<file path="config.mk">
export PLATFORM = sky130hd
export DESIGN_NAME = serial_frame_tx
export DESIGN_NICKNAME = d
export VERILOG_FILES = /design/src/rtl/serial_frame_tx.sv
export SDC_FILE = /design/constraint.sdc
export NUM_CORES = 1
export LEC_CHECK = 0
export ABC_CLOCK_PERIOD_IN_PS = 2900
export CAP_MARGIN = 5
export CORE_MARGIN = 10
export CORE_UTILIZATION = 50
export CTS_BUF_LIST = sky130_fd_sc_hd__clkbuf_2
export DETAILED_ROUTE_END_ITERATION = 10
export GPL_TIMING_DRIVEN = 0
export PLACE_DENSITY = 0.76
export SYNTH_ARGS = -nofsm -noshare
export SYNTH_HDL_FRONTEND = slang
export SYNTH_SLANG_ARGS = --single-unit
</file>
<file path="constraint.sdc">
create_clock -name clk -period 2.9 [get_ports clk]
set_input_delay 0.58 -clock clk [delete_from_list [all_inputs] [get_ports clk]]
set_output_delay 0.58 -clock clk [all_outputs]
set_load 0.005 [all_outputs]
</file>
<file path="src/rtl/serial_frame_tx.sv">
// Serial frame transmitter: start bit (0), DATA_W data bits MSB first, STOP_BITS stop bits (1).
// Every bit lasts BIT_DIV clk cycles; the line idles high.
module serial_frame_tx #(
    parameter int DATA_W    = 5,
    parameter int BIT_DIV   = 500,
    parameter int STOP_BITS = 2
) (
    input  logic              clk,
    input  logic              rst_n,
    input  logic              tx_valid,
    input  logic [DATA_W-1:0] tx_data,
    output logic              tx_ready,
    output logic              tx_busy,
    output logic              tx_done,
    output logic              tx_line
);

    localparam int CW = $clog2(BIT_DIV + 1);
    localparam int BW = $clog2(DATA_W + 1);
    localparam int SW = $clog2(STOP_BITS + 1);

    localparam logic [CW-1:0] CNT_LAST  = CW'(BIT_DIV - 1);
    localparam logic [BW-1:0] BIT_LAST  = BW'(DATA_W - 1);
    localparam logic [SW-1:0] STOP_LAST = SW'(STOP_BITS - 1);

    typedef enum logic [1:0] {
        S_IDLE,
        S_START,
        S_DATA,
        S_STOP
    } state_t;

    state_t            state_q, state_d;
    logic [CW-1:0]     cnt_q, cnt_d;
    logic [BW-1:0]     bit_q, bit_d;
    logic [SW-1:0]     stop_q, stop_d;
    logic [DATA_W-1:0] shift_q, shift_d;
    logic              line_q, line_d;
    logic              done_q, done_d;

    logic              wrap;
    logic [DATA_W-1:0] shift_next;

    assign wrap       = (cnt_q == CNT_LAST);
    assign shift_next = shift_q << 1;

    // line_d is the value for the state being entered, so tx_line stays registered
    always_comb begin
        state_d = state_q;
        cnt_d   = wrap ? '0 : cnt_q + CW'(1);
        bit_d   = bit_q;
        stop_d  = stop_q;
        shift_d = shift_q;
        line_d  = line_q;
        done_d  = 1'b0;

        case (state_q)
            S_IDLE: begin
                cnt_d  = '0;
                line_d = 1'b1;
                if (tx_valid) begin
                    shift_d = tx_data;
                    state_d = S_START;
                    line_d  = 1'b0;
                end
            end
            S_START: begin
                if (wrap) begin
                    state_d = S_DATA;
                    bit_d   = BIT_LAST;
                    line_d  = shift_q[DATA_W-1];
                end
            end
            S_DATA: begin
                if (wrap) begin
                    if (bit_q == '0) begin
                        state_d = S_STOP;
                        stop_d  = '0;
                        line_d  = 1'b1;
                    end else begin
                        shift_d = shift_next;
                        bit_d   = bit_q - BW'(1);
                        line_d  = shift_next[DATA_W-1];
                    end
                end
            end
            S_STOP: begin
                if (wrap) begin
                    if (stop_q == STOP_LAST) begin
                        state_d = S_IDLE;
                        done_d  = 1'b1;
                    end else begin
                        stop_d = stop_q + SW'(1);
                    end
                end
            end
            default: begin
                state_d = S_IDLE;
                line_d  = 1'b1;
            end
        endcase
    end

    always_ff @(posedge clk) begin
        if (!rst_n) begin
            state_q <= S_IDLE;
            cnt_q   <= '0;
            bit_q   <= '0;
            stop_q  <= '0;
            shift_q <= '0;
            line_q  <= 1'b1;
            done_q  <= 1'b0;
        end else begin
            state_q <= state_d;
            cnt_q   <= cnt_d;
            bit_q   <= bit_d;
            stop_q  <= stop_d;
            shift_q <= shift_d;
            line_q  <= line_d;
            done_q  <= done_d;
        end
    end

    assign tx_ready = (state_q == S_IDLE);
    assign tx_busy  = (state_q != S_IDLE);
    assign tx_done  = done_q;
    assign tx_line  = line_q;

endmodule

</file>
After elaboration in Yosys (flattened, before gate mapping)

Index checks and enable logic that the tools add are counted.
Widths: inputs -> output; s select.

Bits in registers: 23
Input bits: 8
Output and inout bits: 4
Word-level logic and storage cells: 64

$add $sub $neg: 3
Equality and inequality tests: 13
Muxes and demuxes: 26
Bitwise logic cells: 1
Reductions and logical operators: 14

Operators by type and width:

| cell                | count |
|---|---|
| $mux 2              | 10 |
| $ne 2x2->1 const B  | 8 |
| $mux 5              | 3 |
| $pmux 5 s2          | 1 |
| $add 9x1->9 const B | 1 |
| $eq 9x9->1 const B  | 1 |
| $mux 3              | 3 |
| $pmux 2 s4          | 1 |
| $reduce_and 4->1    | 2 |
| $reduce_bool 2->1   | 4 |
| $pmux 3 s2          | 1 |
| $reduce_and 3->1    | 2 |
| $reduce_and 6->1    | 1 |
| $mux 1              | 5 |
| $reduce_and 5->1    | 1 |
| $eq 2x1->1 const B  | 2 |
| $eq 2x2->1 const B  | 2 |
| $pmux 2 s2          | 1 |
| $logic_not 3->1     | 1 |
| $pmux 1 s3          | 1 |
| $reduce_bool 3->1   | 1 |
| $reduce_or 3->1     | 1 |
| $sub 3x1->3 const B | 1 |
| $add 2x1->2 const B | 1 |
| 2 further kinds     | 2 |

Depth between registers and ports, before layout

Gate-level depths: netlist of run 1.

Word-level depth: 4
Gate-level depth with buffers: 7
Gate-level depth less buffers: 6

Least setup slack after synthesis of run 1

No wires, ideal clock.

Path kind: reg2reg
From: reg state_q[0]
To: reg shift_q[2]
Library setup time: 0.119 ns
Data arrival time: 1.499 ns
Data required time: 2.781 ns
Slack: 1.282 ns
Cell stages (with the launch flop): 7
Buffers on the path: 1
Period minus slack after synthesis: 1.618 ns
Path through: dfxtp_1 -> inv_1 -> ha_1 -> clkbuf_1 -> or3_1 -> o21a_1 -> o221a_1

Longest elaborated chain between the ends: 3
Elaborated cells on any way between the ends: 8
Those cells by class: 4 x eq/ne; 1 x mux; 3 x reduce/logical

Ends and longest elaborated chain:

| item                                                                    | RTL line | source |
|---|---|---|
| start, declared                                                         | 33       | `state_t state_q, state_d;` |
| start signal, assigned                                                  | 114      | `state_q <= state_d;` |
| $eq 2x2->1 / $logic_not 2->1 (equally long branches)                    | 57       | `case (state_q)` |
| $ne 2x2->1 (no source line) / $reduce_bool 2->1 (equally long branches) | n/a      |  |
| $reduce_and 4->1 (no source line)                                       | n/a      |  |
| end signal, assigned                                                    | 118      | `shift_q <= shift_d;` |
| end, declared                                                           | 37       | `logic [DATA_W-1:0] shift_q, shift_d;` |

Several ways; a longest one is shown, not always the timed one.
A chain may end at the register's enable or synchronous reset.

Worst setup path after layout of run 1

From: reg state_q[0]
To: out tx_busy

Longest elaborated chain between the ends: 1

Ends and longest elaborated chain:

| item              | RTL line | source |
|---|---|---|
| $reduce_bool 2->1 | 125      | `assign tx_busy = (state_q != S_IDLE);` |
| end, declared     | 13       | `output logic tx_busy,` |

No other way between the ends.

==> results of run 1 <==
worst paths after layout:
kind              cells past startpoint                endpoint  slack (ps)
setup / recovery                      4                 tx_busy         560
hold reg to reg                       1     cnt_q[0]$_SDFF_PP0_         460
hold / removal                        1     cnt_q[0]$_SDFF_PP0_         460
setup reg to reg                      7  stop_q[0]$_SDFFE_PN0P_         980
through the flow:
step	total power [W]	hold WS [ps]	util	setup WS, ps	area [µm²]
finish	0.0009583	459.2	0.5823	559.6	1416
global route	0.001041	482.8	0.5823	422.4	1416
CTS	0.0009680	470.1	0.5823	535.7	1416
detailed placement	0.0008341	441.5	0.5741	777.5	1396
global placement	0.0008183	426.2	0.5741	829.0	1396
floorplan	0.0006929	413.2	-	1282	1249
flip-flops by register name, indices dropped and copies added, names as in the netlist:
name     cells
cnt_q        9
shift_q      5
bit_q        3
state_q      2
stop_q       2
tx_done      1
tx_line      1
layer usage:
metal  GRT usage  wire (µm)  vias to the layer above
li1            -          -                      524
met1      0.1314       1247                      499
met2      0.1772       1292                       18
met3     0.01977         86                        4
met4     0.03070         19                        0
met5           0          0                        -
area by class of cell:
cell class	count	share of cell area
Multi-Input combinational cell	101	0.5088
Sequential cell	23	0.3251
Timing Repair Buffer	11	0.07774
Inverter	10	0.02650
Tap cell	30	0.02650
Buffer	5	0.02120
Clock buffer	4	0.01413
worst max-delay path: cells and delay by family (launching register included):
kind	cells	cell delay (ps)
buffers and inverters	3	710
DFF	1	430
adders and majority gates	1	310
placed cells by master (no fill, tap or decap), types with 2 or more instances in the layout:
cell type                         count
sky130_fd_sc_hd__a211oi_1             3
sky130_fd_sc_hd__a21oi_1              6
sky130_fd_sc_hd__and2_1               2
sky130_fd_sc_hd__and3_1               2
sky130_fd_sc_hd__clkbuf_1             3
sky130_fd_sc_hd__clkbuf_2             4
sky130_fd_sc_hd__clkdlybuf4s50_1     11
sky130_fd_sc_hd__dfxtp_1             23
sky130_fd_sc_hd__ha_1                10
sky130_fd_sc_hd__inv_1                9
sky130_fd_sc_hd__nand2_1              5
sky130_fd_sc_hd__nand2b_1             6
sky130_fd_sc_hd__nand3_1              8
sky130_fd_sc_hd__nand4_1              3
sky130_fd_sc_hd__nand4b_1             2
sky130_fd_sc_hd__nor2_1              14
sky130_fd_sc_hd__nor2b_1              2
sky130_fd_sc_hd__o211ai_1             2
sky130_fd_sc_hd__o21a_1               4
sky130_fd_sc_hd__o21ai_0              4
sky130_fd_sc_hd__o221a_1              5
sky130_fd_sc_hd__or3_1                2
sky130_fd_sc_hd__xnor2_1              4
sky130_fd_sc_hd__xor2_1               3
logic make-up after synthesis:
logic type	count (synthesis)	share of synthesized area
AOI/OAI and AO/OA	33	0.1984
buffers and inverters	15	0.05410
DFF	23	0.3687
and+or+nand+nor	49	0.2124
adders and majority gates	10	0.1002
muxes	2	0.01703
xor gates and xnor gates	7	0.04910
power groups by stage:
stage                     sequential, W  combinational, W  clock, W
final                          0.000400          0.000429  0.000130
after global routing           0.000408          0.000485  0.000147
after CTS                      0.000400          0.000429  0.000139
after detailed placement       0.000408          0.000427         0
after global placement         0.000406          0.000413         0
after floorplan                0.000398          0.000295         0
==> flow_metrics.tcl, run 1 <==
set metrics [dict create \
    internal_cell_power_w 0.0005945 \
    ctsResizeCount 0 \
    h-tree-depth 1 \
    antenna-diode-count 0 \
    maxSlewViolCount 0 \
    first_global_vias 1019 \
    power.clock.fraction 0.135 \
    number_of_standard_cells_in_the_layout_taps_in_and_fillers_out 184 \
    postSynthNetCount 157 \
    status "complete, no violations" \
    fin_tns_setup_ps 0 \
    critical_path.startpoint_type "flip-flop" \
    relative_slew_slack 0.6947 \
    drc_errors 0 \
    core_area_mm2 0.002432 \
    detailroute.via_count 1045 \
    place.port_buffers 11 \
    timing.critical_path.arrival_ps 1760 \
    cpMaxStageDelayCell "sky130_fd_sc_hd__clkdlybuf4s50_1" \
    drt-total-wl_mm 2.645 \
    cts_tree "done" \
    synthDominantAreaCellType "sky130_fd_sc_hd__dfxtp_1" \
    crit_path_cell_trace "inv_1 -> ha_1 -> inv_2 -> clkdlybuf4s50_1" \
    yosys_register_bits 23 \
    cts_made_buffers 3 \
    timing.critical_path.from "state_q[0]$_SDFFE_PN0P_" \
    syn_avg_cell_area_um2 8.983 \
    wl_per_cell_um 14.38 \
    grt_max_degree 13 \
    detail_route.vias_per_cell 5.679 \
    post_synth_num_cell_types 39 \
    p_sw_w 0.0003638 \
    power_density_mw_per_mm2 676.6 \
    cts.sink_count 23 \
    clk_path_buf_depth 2 \
    floorplan.die_area_mm2 0.004897 \
    post_synth_inst_count 139 \
    endpoint_kind "output pin" \
    multi_input_comb_area_um2 720.7 \
    slowest_delay_ps 500 \
    n_fill_cell 218 \
    die_width_um 69.98 \
    crit-reg2reg-launch "state_q[0]$_SDFFE_PN0P_" \
    clk_transition_reported_paths_ps 220 \
    actual_transition_at_the_worst_max_transition_pin_ps 457.9 \
    synth-edff-count 0 \
    syn_area_mm2 0.001249 \
    crit_type "reg -> out" \
    register_cell_area_after_layout_um2 460.4 \
    synth.yosys.seq_area_share 0.3687 \
    vdd_ir_drop_max_v 0.0004300 \
    post_cts.repair.setup_buffers 0 \
    drive_gt1_frac 0.06494 \
    switching_share 0.3796 \
    cts-root-buf "sky130_fd_sc_hd__clkbuf_2" \
    die_h_um 69.98 \
    synthFlopType "sky130_fd_sc_hd__dfxtp_1" \
    grt_setup_unrepaired "false" \
    synthTopCellsByArea "sky130_fd_sc_hd__dfxtp_1, sky130_fd_sc_hd__ha_1, sky130_fd_sc_hd__o221a_1" \
    antenna_violating_nets_post_route 0 \
    drv_cap 0 \
    finish.net_count 173 \
    hold_viol 0 \
    yosys.cell_count.top_type "sky130_fd_sc_hd__dfxtp_1" \
    timing.fmax_mhz 427.3 \
    row_count 18 \
    start_util 0.5134 \
    synth.top_cells.by_count "sky130_fd_sc_hd__dfxtp_1, sky130_fd_sc_hd__nor2_1, sky130_fd_sc_hd__ha_1, sky130_fd_sc_hd__inv_1, sky130_fd_sc_hd__nand3_1" \
    overflow 0 \
    grt_antenna_before_repair 0 \
    synthArstFlopShare 0 \
    dp.cells 180 \
    period_share 0.8070 \
    area_growth_syn_to_layout_pct 13.43 \
    skew_ps 17.82 \
    gr-usage-all-layers 0.1053 \
    cts_hold_buffers 0 \
    worstHoldPathType "reg -> reg" \
    drt_iter0_markers 140 \
    setup_viol 0 \
    num_io_pins 12 \
    min_from "cnt_q[0]$_SDFF_PP0_" \
    clkLatencyLatePin_ps 320 \
    cp_max_fo 7 \
    global_placer_s_final_weighted_congestion 0.7752 \
    cellLeakagePower_nw 0.5113 \
    grt_first_pass_wirelength_mm 4.533 \
    yosysWarnings 0 \
    yosys.area.top_type_share 0.3687 \
    critical_path_required_ps 2320 \
    dpl.hpwl_mm 1.987 \
    drt_first_pass_iters 4 \
    power.share.sequential 0.418 \
    power_frac_comb 0.447 \
    final.min_clock_period_ps 2340 \
]
(Power assumes the default switching activity.)
==> inputs of run 2 (changes only) <==
--- a/config.mk
+++ b/config.mk
@@ -5,14 +5,14 @@
 export SDC_FILE = /design/constraint.sdc
 export NUM_CORES = 1
 export LEC_CHECK = 0
-export ABC_CLOCK_PERIOD_IN_PS = 2900
+export ABC_CLOCK_PERIOD_IN_PS = 1900
 export CAP_MARGIN = 5
 export CORE_MARGIN = 10
 export CORE_UTILIZATION = 50
 export CTS_BUF_LIST = sky130_fd_sc_hd__clkbuf_2
 export DETAILED_ROUTE_END_ITERATION = 10
 export GPL_TIMING_DRIVEN = 0
-export PLACE_DENSITY = 0.76
+export PLACE_DENSITY = 0.79
 export SYNTH_ARGS = -nofsm -noshare
 export SYNTH_HDL_FRONTEND = slang
 export SYNTH_SLANG_ARGS = --single-unit
==> constraint.sdc (replaced) <==
create_clock -name clk -period 1.9 [get_ports clk]
set_input_delay 0.38 -clock clk [delete_from_list [all_inputs] [get_ports clk]]
set_output_delay 0.38 -clock clk [all_outputs]
set_load 0.005 [all_outputs]
==> run 2 against run 1 <==
Compared with the run above: final area rose by 4.1%; critical endpoint is now tx_ready; clock power rose by 60%; flip-flop and latch count did not move; critical path type unchanged; highest routed layer unchanged; hold slack improved by 4.5 ps.
==> flow_metrics.tcl, run 2 (synthesized netlist as in run 1, its figures left out) <==
set metrics [dict create \
    status "complete, no violations" \
    drive_gt1_frac 0.1329 \
    largest_register_ffs 9 \
    die_width_um 69.98 \
    largest-register "cnt_q" \
    core_area_mm2 0.002432 \
    start_util 0.5134 \
    vdd_ir_drop_max_v 0.0008154 \
    switching_share 0.3860 \
    drc_errors 0 \
    detail_route.vias_per_cell 5.782 \
    dpl.hpwl_mm 1.979 \
    grt_max_degree 15 \
    drt_first_pass_iters 4 \
    setup_viol 0 \
    actual_transition_at_the_worst_max_transition_pin_ps 441.4 \
    floorplan.die_area_mm2 0.004897 \
    clk_path_buf_depth 2 \
    cts.sink_count 23 \
    num_io_pins 12 \
    final_cell_mix "sky130_fd_sc_hd__dfxtp_1, sky130_fd_sc_hd__nor2_1, sky130_fd_sc_hd__clkdlybuf4s50_1" \
    antenna-diode-count 0 \
    cts_hold_buffers 0 \
    antenna_violating_nets_post_route 0 \
    first_global_vias 1088 \
    fin_worst_hold_slack_ps 463.7 \
    endpoint_kind "output pin" \
    crit-reg2reg-launch "state_q[1]$_SDFFE_PN0P_" \
    critical_path.top_delay_family "buffers and inverters" \
    p_sw_w 0.0006230 \
    die_h_um 69.98 \
    timing.critical_path.from "state_q[0]$_SDFFE_PN0P_" \
    overflow 0 \
    global_placer_s_final_weighted_congestion 0.8243 \
    h-tree-depth 1 \
    min_from "cnt_q[0]$_SDFF_PP0_" \
    power_density_mw_per_mm2 1095 \
    timing.critical_path.buf_inv 2 \
    cts-root-buf "sky130_fd_sc_hd__clkbuf_2" \
    slowest_delay_ps 490 \
    detailroute.via_count 1087 \
    clkLatencyLatePin_ps 350 \
    grt_antenna_before_repair 0 \
    hold_viol 0 \
    timing.fmax_mhz 553.3 \
    cts_made_buffers 3 \
    drt_iter0_markers 102 \
    power_frac_comb 0.491 \
    mostFrequentLayoutCell "sky130_fd_sc_hd__dfxtp_1" \
    largestRegisters "cnt_q x9, shift_q x5, bit_q x3" \
    period_share 0.9513 \
    critical_path_required_ps 1520 \
    cellLeakagePower_nw 0.5376 \
    power.share.sequential 0.380 \
    grt_first_pass_wirelength_mm 4.698 \
    finish.net_count 177 \
    timing.critical_path.arrival_ps 1430 \
    place.port_buffers 11 \
    cts_tree "done" \
    finalWorstSetupSlack_ps 92.57 \
    row_count 18 \
    maxSlewViolCount 0 \
    clk_transition_reported_paths_ps 220 \
    final_design_area_no_fill_mm2 0.001474 \
    relative_slew_slack 0.7057 \
    skew_ps 13.83 \
    area_growth_syn_to_layout_pct 18.04 \
    crit_path_cell_trace "inv_4 -> ha_4 -> clkdlybuf4s50_1" \
    final.min_clock_period_ps 1807 \
    drt-total-wl_mm 2.793 \
    power.clock.fraction 0.129 \
    cpMaxStageDelayCell "sky130_fd_sc_hd__clkdlybuf4s50_1" \
    critical_path.startpoint_type "flip-flop" \
    gr-usage-all-layers 0.1119 \
    crit_type "reg -> out" \
    worstHoldPathType "reg -> reg" \
    cp_max_fo 4 \
    n_fill_cell 221 \
    placed_cell_area_mm2 0.001396 \
    internal_cell_power_w 0.0009911 \
    dp_slack_ps -29.88 \
    wl_per_cell_um 14.86 \
    drv_cap 0 \
]
## run 2: cell count changes in the layout (fill, tap and decap cells not counted), sizes merged
| cell | delta |
|---|---|
| buf | +5 |
| clkbuf | -2 |
| clkdlybuf4s50 | -1 |
| clkinvlp | +1 |
| dlygate4sd2 | +1 |
## run 2: cell type report
type	count	area (µm²)	area share
Timing Repair Buffer	15	138.9	0.09423
Multi-Input combinational cell	101	738.2	0.5009
Clock inverter	1	7.507	0.005093
Inverter	10	42.54	0.02886
Buffer	5	31.28	0.02122
Clock buffer	3	15.01	0.01019
Sequential cell	23	462.9	0.3141
Tap cell	30	37.54	0.02547
## run 2: power by group through the flow
| stage | combinational, W | clock [W] | sequential, W |
|---|---|---|---|
| CTS | 0.000749 | 0.000216 | 0.000606 |
| floorplan | 0.000450 | 0 | 0.000608 |
| global route | 0.000885 | 0.000231 | 0.000621 |
| finish | 0.000793 | 0.000208 | 0.000613 |
| detailed placement | 0.000648 | 0 | 0.000624 |
| global placement | 0.000628 | 0 | 0.000619 |
## run 2: repair_timing
action / 4_1_cts / 5_1_grt
pin swaps: 1 / 1
buffers inserted: 3 / 1
endpoints found under the setup margin: 3 / 7
gates resized for setup: 7 / 6
## run 2: metrics by stage
| stage | TNS [ps] | cells | utilization | power, W |
|---|---|---|---|---|
| after floorplan | 0 | 139 | - | 0.001058 |
| after global placement | 0 | 180 | 0.5741 | 0.001247 |
| after detailed placement | -119.7 | 180 | 0.5741 | 0.001272 |
| after CTS | 0 | 187 | 0.5983 | 0.001571 |
| after global routing | -18.04 | 188 | 0.6060 | 0.001737 |
| final | 0 | 188 | 0.6060 | 0.001614 |
## run 2: layer usage
layer,up-vias,global-route usage,share of wire
met4,0,0.03947,0.014
met2,49,0.1964,0.50
li1,530,-,-
met1,504,0.1211,0.41
met3,4,0.03814,0.079
met5,-,0,0
## run 2: worst paths after layout
check	to	slack [ps]	cells past startpoint
worst max-delay path	tx_ready	90	3
worst min-delay path	cnt_q[0]$_SDFF_PP0_	460	1
worst max register to register	shift_q[1]$_SDFFE_PN0P_	100	6
worst min register to register	cnt_q[0]$_SDFF_PP0_	460	1
